[src/rtl/ps2_pkg.sv]
// Shared PS/2 constants, transmit FSM state encoding and frame builder
// used by the key sender and its byte FIFO.
package ps2_pkg;

  localparam logic [7:0] PS2_BREAK      = 8'hF0;
  localparam logic [7:0] PS2_EXT        = 8'hE0;
  localparam int         PS2_FRAME_BITS = 11;

  typedef enum logic [1:0] {
    IDLE = 2'd0,
    HI   = 2'd1,
    LO   = 2'd2,
    GAP  = 2'd3
  } ps2_state_e;

  // Bit 0 is the first bit on the wire: start, data LSB first, odd parity, stop.
  function automatic logic [PS2_FRAME_BITS-1:0] ps2_frame(input logic [7:0] d);
    return {1'b1, ~^d, d, 1'b0};
  endfunction

endpackage

[src/rtl/ps2_tx_fifo.sv]
// Synchronous byte FIFO: writes 0..WR_MAX bytes per cycle (byte 0 first),
// reads one byte per cycle, read data shows the head entry combinationally.
module ps2_tx_fifo #(
  parameter int DEPTH  = 8,
  parameter int WR_MAX = 2,
  localparam int AW = $clog2(DEPTH),
  localparam int CW = AW + 1,
  localparam int NW = $clog2(WR_MAX + 1)
) (
  input  logic                  clk,
  input  logic                  rst,
  input  logic [NW-1:0]         wr_n,
  input  logic [8*WR_MAX-1:0]   wr_data,
  input  logic                  rd_en,
  output logic [7:0]            rd_data,
  output logic [CW-1:0]         count,
  output logic                  empty
);

  logic [7:0]    mem [DEPTH];
  logic [AW-1:0] wr_ptr;
  logic [AW-1:0] rd_ptr;
  logic          pop;

  assign empty   = (count == '0);
  assign pop     = rd_en && !empty;
  assign rd_data = mem[rd_ptr];

  // The writer guarantees room, so count never exceeds DEPTH.
  always_ff @(posedge clk) begin
    if (rst) begin
      wr_ptr <= '0;
      rd_ptr <= '0;
      count  <= '0;
    end else begin
      wr_ptr <= wr_ptr + AW'(wr_n);
      if (pop) rd_ptr <= rd_ptr + AW'(1);
      count  <= count + CW'(wr_n) - CW'(pop);
    end
  end

  always_ff @(posedge clk) begin
    for (int i = 0; i < WR_MAX; i++) begin
      if (NW'(i) < wr_n) mem[wr_ptr + AW'(i)] <= wr_data[8*i +: 8];
    end
  end

endmodule

[src/rtl/ps2_key_sender.sv]
// Device-side PS/2 keyboard emulator: key events -> scan-code bytes -> PS/2 frames.
// Define PS2_TX_EXT_EN to honour key_ext and emit the 0xE0 prefix.
module ps2_key_sender
  import ps2_pkg::*;
#(
  parameter int CLK_DIV    = 25,
  parameter int GAP_BITS   = 2,
  parameter int FIFO_DEPTH = 8
) (
  input  logic       clk,
  input  logic       rst,
  input  logic       key_valid,
  output logic       key_ready,
  input  logic [7:0] key_code,
  input  logic       key_release,
  input  logic       key_ext,
  output logic       ps2_clk,
  output logic       ps2_data,
  output logic       busy
);

`ifdef PS2_TX_EXT_EN
  localparam int MAX_BYTES = 3;
`else
  localparam int MAX_BYTES = 2;
`endif
  localparam int CW      = $clog2(FIFO_DEPTH) + 1;
  localparam int UW      = CW + 1;
  localparam int NW      = $clog2(MAX_BYTES + 1);
  localparam int GAP_CYC = 2 * CLK_DIV * GAP_BITS;
  localparam int DIV_W   = $clog2(GAP_CYC);

  localparam logic [DIV_W-1:0] HALF_LD  = DIV_W'(CLK_DIV - 1);
  localparam logic [DIV_W-1:0] GAP_LD   = DIV_W'(GAP_CYC - 1);
  localparam logic [3:0]       LAST_IDX = 4'(PS2_FRAME_BITS - 1);

  // Event expansion: bytes packed with the first byte on the wire in [7:0].
  logic [NW-1:0]          evt_n;
  logic [8*MAX_BYTES-1:0] evt_data;

  always_comb begin
    evt_n    = '0;
    evt_data = '0;
`ifdef PS2_TX_EXT_EN
    case ({key_ext, key_release})
      2'b00: begin evt_n = NW'(1); evt_data[7:0]  = key_code; end
      2'b01: begin evt_n = NW'(2); evt_data[15:0] = {key_code, PS2_BREAK}; end
      2'b10: begin evt_n = NW'(2); evt_data[15:0] = {key_code, PS2_EXT}; end
      default: begin evt_n = NW'(3); evt_data = {key_code, PS2_BREAK, PS2_EXT}; end
    endcase
`else
    if (key_release) begin
      evt_n         = NW'(2);
      evt_data      = {key_code, PS2_BREAK};
    end else begin
      evt_n         = NW'(1);
      evt_data[7:0] = key_code;
    end
`endif
  end

`ifndef PS2_TX_EXT_EN
  logic unused_key_ext;
  assign unused_key_ext = key_ext;
`endif

  // Handshake: an event transfers on a posedge with key_valid && key_ready
  // (rst has priority); key_ready never depends on key_valid, and the whole
  // event is staged for one cycle before all its bytes enter the FIFO together.
  logic                   stg_valid;
  logic [NW-1:0]          stg_n;
  logic [8*MAX_BYTES-1:0] stg_data;
  logic [NW-1:0]          push_n;
  logic                   accept;
  logic [CW-1:0]          fifo_count;
  logic                   fifo_empty;
  logic [7:0]             fifo_rd_data;
  logic                   pop;
  logic [UW-1:0]          used;

  assign push_n    = stg_valid ? stg_n : '0;
  assign used      = UW'(fifo_count) + UW'(push_n);
  assign key_ready = (used + UW'(MAX_BYTES)) <= UW'(FIFO_DEPTH);
  assign accept    = key_valid && key_ready;

  always_ff @(posedge clk) begin
    if (rst) begin
      stg_valid <= 1'b0;
      stg_n     <= '0;
      stg_data  <= '0;
    end else begin
      stg_valid <= accept;
      if (accept) begin
        stg_n    <= evt_n;
        stg_data <= evt_data;
      end
    end
  end

  ps2_tx_fifo #(
    .DEPTH  (FIFO_DEPTH),
    .WR_MAX (MAX_BYTES)
  ) u_fifo (
    .clk     (clk),
    .rst     (rst),
    .wr_n    (push_n),
    .wr_data (stg_data),
    .rd_en   (pop),
    .rd_data (fifo_rd_data),
    .count   (fifo_count),
    .empty   (fifo_empty)
  );

  ps2_state_e                state, state_d;
  logic [DIV_W-1:0]          div_cnt, cnt_d;
  logic [3:0]                bit_idx, idx_d;
  logic [PS2_FRAME_BITS-2:0] shreg, sh_d;
  logic                      clk_q, clk_d;
  logic                      data_q, data_d;
  logic                      busy_q, busy_d;
  logic [PS2_FRAME_BITS-1:0] frame;

  always_ff @(posedge clk) begin
    if (rst) begin
      state   <= IDLE;
      div_cnt <= '0;
      bit_idx <= '0;
      shreg   <= '0;
      clk_q   <= 1'b1;
      data_q  <= 1'b1;
      busy_q  <= 1'b0;
    end else begin
      state   <= state_d;
      div_cnt <= cnt_d;
      bit_idx <= idx_d;
      shreg   <= sh_d;
      clk_q   <= clk_d;
      data_q  <= data_d;
      busy_q  <= busy_d;
    end
  end

  // Data only changes on the LO->HI step, so it is stable at every clock fall.
  always_comb begin
    state_d = state;
    cnt_d   = div_cnt;
    idx_d   = bit_idx;
    sh_d    = shreg;
    clk_d   = clk_q;
    data_d  = data_q;
    pop     = 1'b0;
    frame   = ps2_frame(fifo_rd_data);
    case (state)
      IDLE: begin
        if (!fifo_empty) begin
          pop     = 1'b1;
          data_d  = frame[0];
          sh_d    = frame[PS2_FRAME_BITS-1:1];
          idx_d   = '0;
          cnt_d   = HALF_LD;
          state_d = HI;
        end
      end
      HI: begin
        if (div_cnt == '0) begin
          clk_d   = 1'b0;
          cnt_d   = HALF_LD;
          state_d = LO;
        end else begin
          cnt_d = div_cnt - DIV_W'(1);
        end
      end
      LO: begin
        if (div_cnt == '0) begin
          clk_d = 1'b1;
          if (bit_idx == LAST_IDX) begin
            data_d  = 1'b1;
            cnt_d   = GAP_LD;
            state_d = GAP;
          end else begin
            idx_d   = bit_idx + 4'd1;
            data_d  = shreg[0];
            sh_d    = {1'b0, shreg[PS2_FRAME_BITS-2:1]};
            cnt_d   = HALF_LD;
            state_d = HI;
          end
        end else begin
          cnt_d = div_cnt - DIV_W'(1);
        end
      end
      GAP: begin
        if (div_cnt == '0) state_d = IDLE;
        else               cnt_d   = div_cnt - DIV_W'(1);
      end
      default: state_d = IDLE;
    endcase
    busy_d = (state_d != IDLE) ||
             (CW'(fifo_count + CW'(push_n) - CW'(pop)) != '0);
  end

  assign ps2_clk  = clk_q;
  assign ps2_data = data_q;
  assign busy     = busy_q;

endmodule
[config.mk]
export PLATFORM = sky130hd
export DESIGN_NAME = ps2_key_sender
export DESIGN_NICKNAME = d
export VERILOG_FILES = /design/src/rtl/ps2_pkg.sv /design/src/rtl/ps2_tx_fifo.sv /design/src/rtl/ps2_key_sender.sv
export SDC_FILE = /design/constraint.sdc
export NUM_CORES = 1
export LEC_CHECK = 0
export BUFFER_PORTS_ARGS = -buffer_cell sky130_fd_sc_hd__buf_4
export CAP_MARGIN = 20
export CORE_AREA = 3 3 124 126
export DETAILED_ROUTE_END_ITERATION = 8
export DIE_AREA = 0 0 127 129
export GPL_TIMING_DRIVEN = 0
export PLACE_DENSITY_LB_ADDON = 0.1
export SLEW_MARGIN = 10
export SYNTH_ARGS = -nofsm -noshare
export SYNTH_HDL_FRONTEND = slang
export SYNTH_SLANG_ARGS = --single-unit
[constraint.sdc]
create_clock -name clk -period 3.2 [get_ports clk]
set_input_delay 0.96 -clock clk [delete_from_list [all_inputs] [get_ports clk]]
set_output_delay 0.96 -clock clk [all_outputs]
set_load 0.1 [all_outputs]
==> metrics.md <==
| Metric | Value |
|---|---|
| Outcome | finished with violations |
| Failing checks | setup timing |
| Share of layout cells above drive strength 1 | 0.259 |
| CP peak stage delay | ~470 ps |
| Average size of a mapped cell | 11.8 um2 |
| Worst Max-Slew Pin Slew | 1100 ps |
| WL/cell | 20.0 um |
| Design Power | 0.00632 W |
| Post-route insts no fill | 760 |
| Post-route ant nets | 0 |
| CTS tree | yes |
| Worst path required time | around 2200 ps |
| Critical path type | reg -> out |
| Total track usage | 0.198 |
| Sequential fraction of the synthesis area | 0.502 |
| Root Driver | clkbuf_16 |
| Area contributors post-synth | edfxtp_1 (31%), dfxtp_1 (19%), mux2_2 (12%) |
| Syn. warnings | 0 |
| Reg2Reg Depth | 6 |
| Share of the synthesized area in the top cell type | 0.313 |
| Yosys top cell by area | edfxtp_1 |
| Setup TNS | -20.4 ps |
| Maxcap violations | 0 |
| Hold Crit Class | reg -> reg |
| Setup slack after layout | -20.4 ps |
| Sequential power share | 0.330 |
| Critical R2R Launch | u_fifo.wr_ptr[0]$_SDFF_PP0_ |
| Row cnt | 44 |
| TritonCTS Buffers | 17 |
| Crit end category | output port |
| Peak VDD IR | 0.594 mV |
| Sw Ratio | 0.348 |
| Routability-driven placement congestion ratio | 0.773 |
| Port Buffers | 14 |
| Clock sink count | 122 |
| Setup crit start | u_fifo.count[1]$_SDFF_PP0_ |
| Synth Net Count | 550 |
| Largest fanout on the critical path | 2 |
| Worst path bufs/invs | 4 |
| Max clock buf depth | 2 |
| Worst-path clk slew | 50 ps |
| Place WS | ~210 ps |
| Post-synth top cells | edfxtp_1 (64), mux2_2 (64), dfxtp_1 (58) |
| Placed Cells | 721 |
| Critical Path Sink | key_ready |
| Die ar. | 16,400 um2 |
| Synth-to-Final Area Change | 17.9% |
| Die height | 129 um |
| Cell Area, Synth | 6150 um2 |
| Syn Inst Count | 519 |
| Worst path top cell family by delay | adder cells |
| Largest net degree at the start of global routing | 17 |
| Worst-Skew Late Latency | 410 ps |
| First-pass GRT wire length | 24,200 um |
| CTS H-Tree Depth | 4 |
| Vias/cell | 5.44 |
| Hold_buf cts | 0 |
| Vias in the first global route | 4,312 |
| Slew Limit Fails | 0 |
| Total wire length | 15,200 um |
| Nets | about 600 |
| Worst slew margin | 0.266 |
| Congestion Overflow GR | 0 |
| # DRC | 0 |
| Comb power frac | 0.361 |
| N_diodes | 0 |
| Crit path depth | 9 |
| Vias | 4,132 |
| Post-synth cell types | slightly above 50 |
| Multi-input gate area | 2900 um2 |
| R2r setup slk | 270 ps |
| Cell Chain, Critical Path | inv_4 -> ha_4 -> inv_4 -> ha_4 -> inv_2 -> fa_1 -> nand3b_1 -> a22oi_2 -> buf_12 |
| Clock skew | 11.7 ps |
| 1st-iter DRT viols | about 240 |
| Clk pwr share | 0.309 |
| Boundary pin count | 17 |
| Hold path cells | 2 |
| Pwr Density | 872 nW/um2 |
| RSZ-0062 raised after global routing | true |
| Final critical-path required period | 3220 ps |
| Reg area | 3090 um2 |
| Dominant synthesized flop cell | edfxtp_1 |
| Post-synth EDFFs | 64 |
| Reg-to-Reg End | u_fifo.mem[7][6]$_DFFE_PP_ |
| Starting Density | 0.426 |
| Final period utilization | 1.01 |
| Die width | 127 um |
| Int Power | just over 0.004 W |
| Crit start category | register |
| Filler instances | 1,298 |
| Async set-reset flop share out of synthesis | 0 |
| Hpwl dp | about 11,000 um |
| Total iterations of the first detailed-routing run | 4 |
| Crit-path slowest cell | fa_1 |
| Pleak | approximately 2.7 nW |
| Initial antenna violation count | 0 |
| Final Hold Vio Count | 0 |
| Final setup vio count | 1 |
| Critical path arrival | ~2300 ps |
| Total core area | 14,400 um2 |
| Max Fclk | 0.311 GHz |
| Sw power | 0.00220 W |
| FF+latch count, synth | around 120 |
[final cells by class]
class,instances,share of cell area
Clock buffer,24,0.0666
Inverter,17,0.00949
Sequential cell,122,0.426
Buffer,29,0.0223
Timing Repair Buffer,25,0.0276
Clock inverter,8,0.0162
Tap cell,184,0.0318
Multi-Input combinational cell,351,0.400
[routing by layer]
| metal | vias to the layer above | part of all wire | track usage |
|---|---|---|---|
| met3 | 17 | 0.030 | 0.0361 |
| li1 | 2020 | - | - |
| met1 | 2039 | 0.48 | 0.267 |
| met2 | 56 | 0.47 | 0.321 |
| met4 | 0 | 0.017 | 0.0694 |
| met5 | - | 0 | 0 |
[worst reg2reg max path: cells and delay by family, from the launching register on]
| kind | cells | cell delay, ps |
|---|---|---|
| DFF | 1 | 360 |
| and+or+nand+nor | 2 | 950 |
| xor gates and xnor gates | 1 | 430 |
| AOI/OAI and AO/OA | 1 | 420 |
| adders and majority gates | 1 | 210 |
| buffers and inverters | 1 | 280 |
[flip-flops by register name, indices dropped and copies added, names as in the netlist, named ones only]
name	cells
stg_n	2
u_fifo.mem	64
div_cnt	7
ps2_data	1
stg_valid	1
ps2_clk	1
shreg	10
stg_data	16
u_fifo.rd_ptr	3
busy	1
bit_idx	4
state	2
u_fifo.count	4
u_fifo.wr_ptr	3
[worst min-delay path by stage]
stage / start / endpoint / slack, ps
2_1_floorplan: shreg[1]$_SDFFE_PP0P_ / shreg[1]$_SDFFE_PP0P_ / 430
3_3_place_gp: shreg[1]$_SDFFE_PP0P_ / shreg[1]$_SDFFE_PP0P_ / 440
3_5_place_dp: shreg[7]$_SDFFE_PP0P_ / shreg[7]$_SDFFE_PP0P_ / 450
4_1_cts: shreg[7]$_SDFFE_PP0P_ / shreg[7]$_SDFFE_PP0P_ / 450
5_1_grt: shreg[3]$_SDFFE_PP0P_ / shreg[3]$_SDFFE_PP0P_ / 480
6_report: shreg[1]$_SDFFE_PP0P_ / shreg[1]$_SDFFE_PP0P_ / 460
[what timing repair did]
item / 4_1_cts / 5_1_grt
pin swaps: 5 / 0
gates resized for setup: 3 / 2
endpoints found under the setup margin: 1 / 1
setup buffers: 6 / 0
[cell families after synthesis]
logic type,synth area share
flip-flops,0.502
multiplexers,0.198
AND/OR/NAND/NOR,0.113
AO/OA/AOI/OAI,0.0792
adder cells (fa/ha/maj),0.0403
buffers and inverters,0.0354
XOR/XNOR,0.0326
[stage by stage]
stage	instance area (um2)	hold WS, ps	util
6_report	7250	456	0.503
2_1_floorplan	6210	432	-
3_5_place_dp	6580	447	0.456
3_3_place_gp	6550	442	0.454
5_1_grt	7250	485	0.503
4_1_cts	7240	454	0.502
[power groups by stage]
stage / Sequential [W] / Combinational [W] / Clock (W)
after floorplan: 0.00217 / 0.00165 / 0
after global placement: 0.00210 / 0.00219 / 0
after detailed placement: 0.00211 / 0.00222 / 0
after CTS: 0.00208 / 0.00229 / 0.00198
after global routing: 0.00212 / 0.00255 / 0.00204
final: 0.00209 / 0.00228 / 0.00196
[cells in the final DEF, fill, tap and decap left out, drive strengths merged, types with 5 or more instances in the layout]
| cell | synthesis | layout |
|---|---|---|
| a21oi | 32 | 32 |
| a22oi | 8 | 8 |
| buf | 9 | 34 |
| clkbuf | 20 | 44 |
| clkinv | 1 | 6 |
| dfxtp | 58 | 58 |
| edfxtp | 64 | 64 |
| ha | 15 | 15 |
| inv | 16 | 16 |
| mux2 | 64 | 64 |
| mux2i | 8 | 8 |
| mux4 | 16 | 16 |
| nand2 | 51 | 51 |
| nand3 | 8 | 8 |
| nand3b | 6 | 6 |
| nor2 | 33 | 33 |
| nor3 | 20 | 20 |
| o211ai | 9 | 9 |
| o21ai | 15 | 15 |
| o21bai | 5 | 5 |
| xnor2 | 14 | 14 |
| xor2 | 8 | 8 |
(Power assumes the default switching activity.)
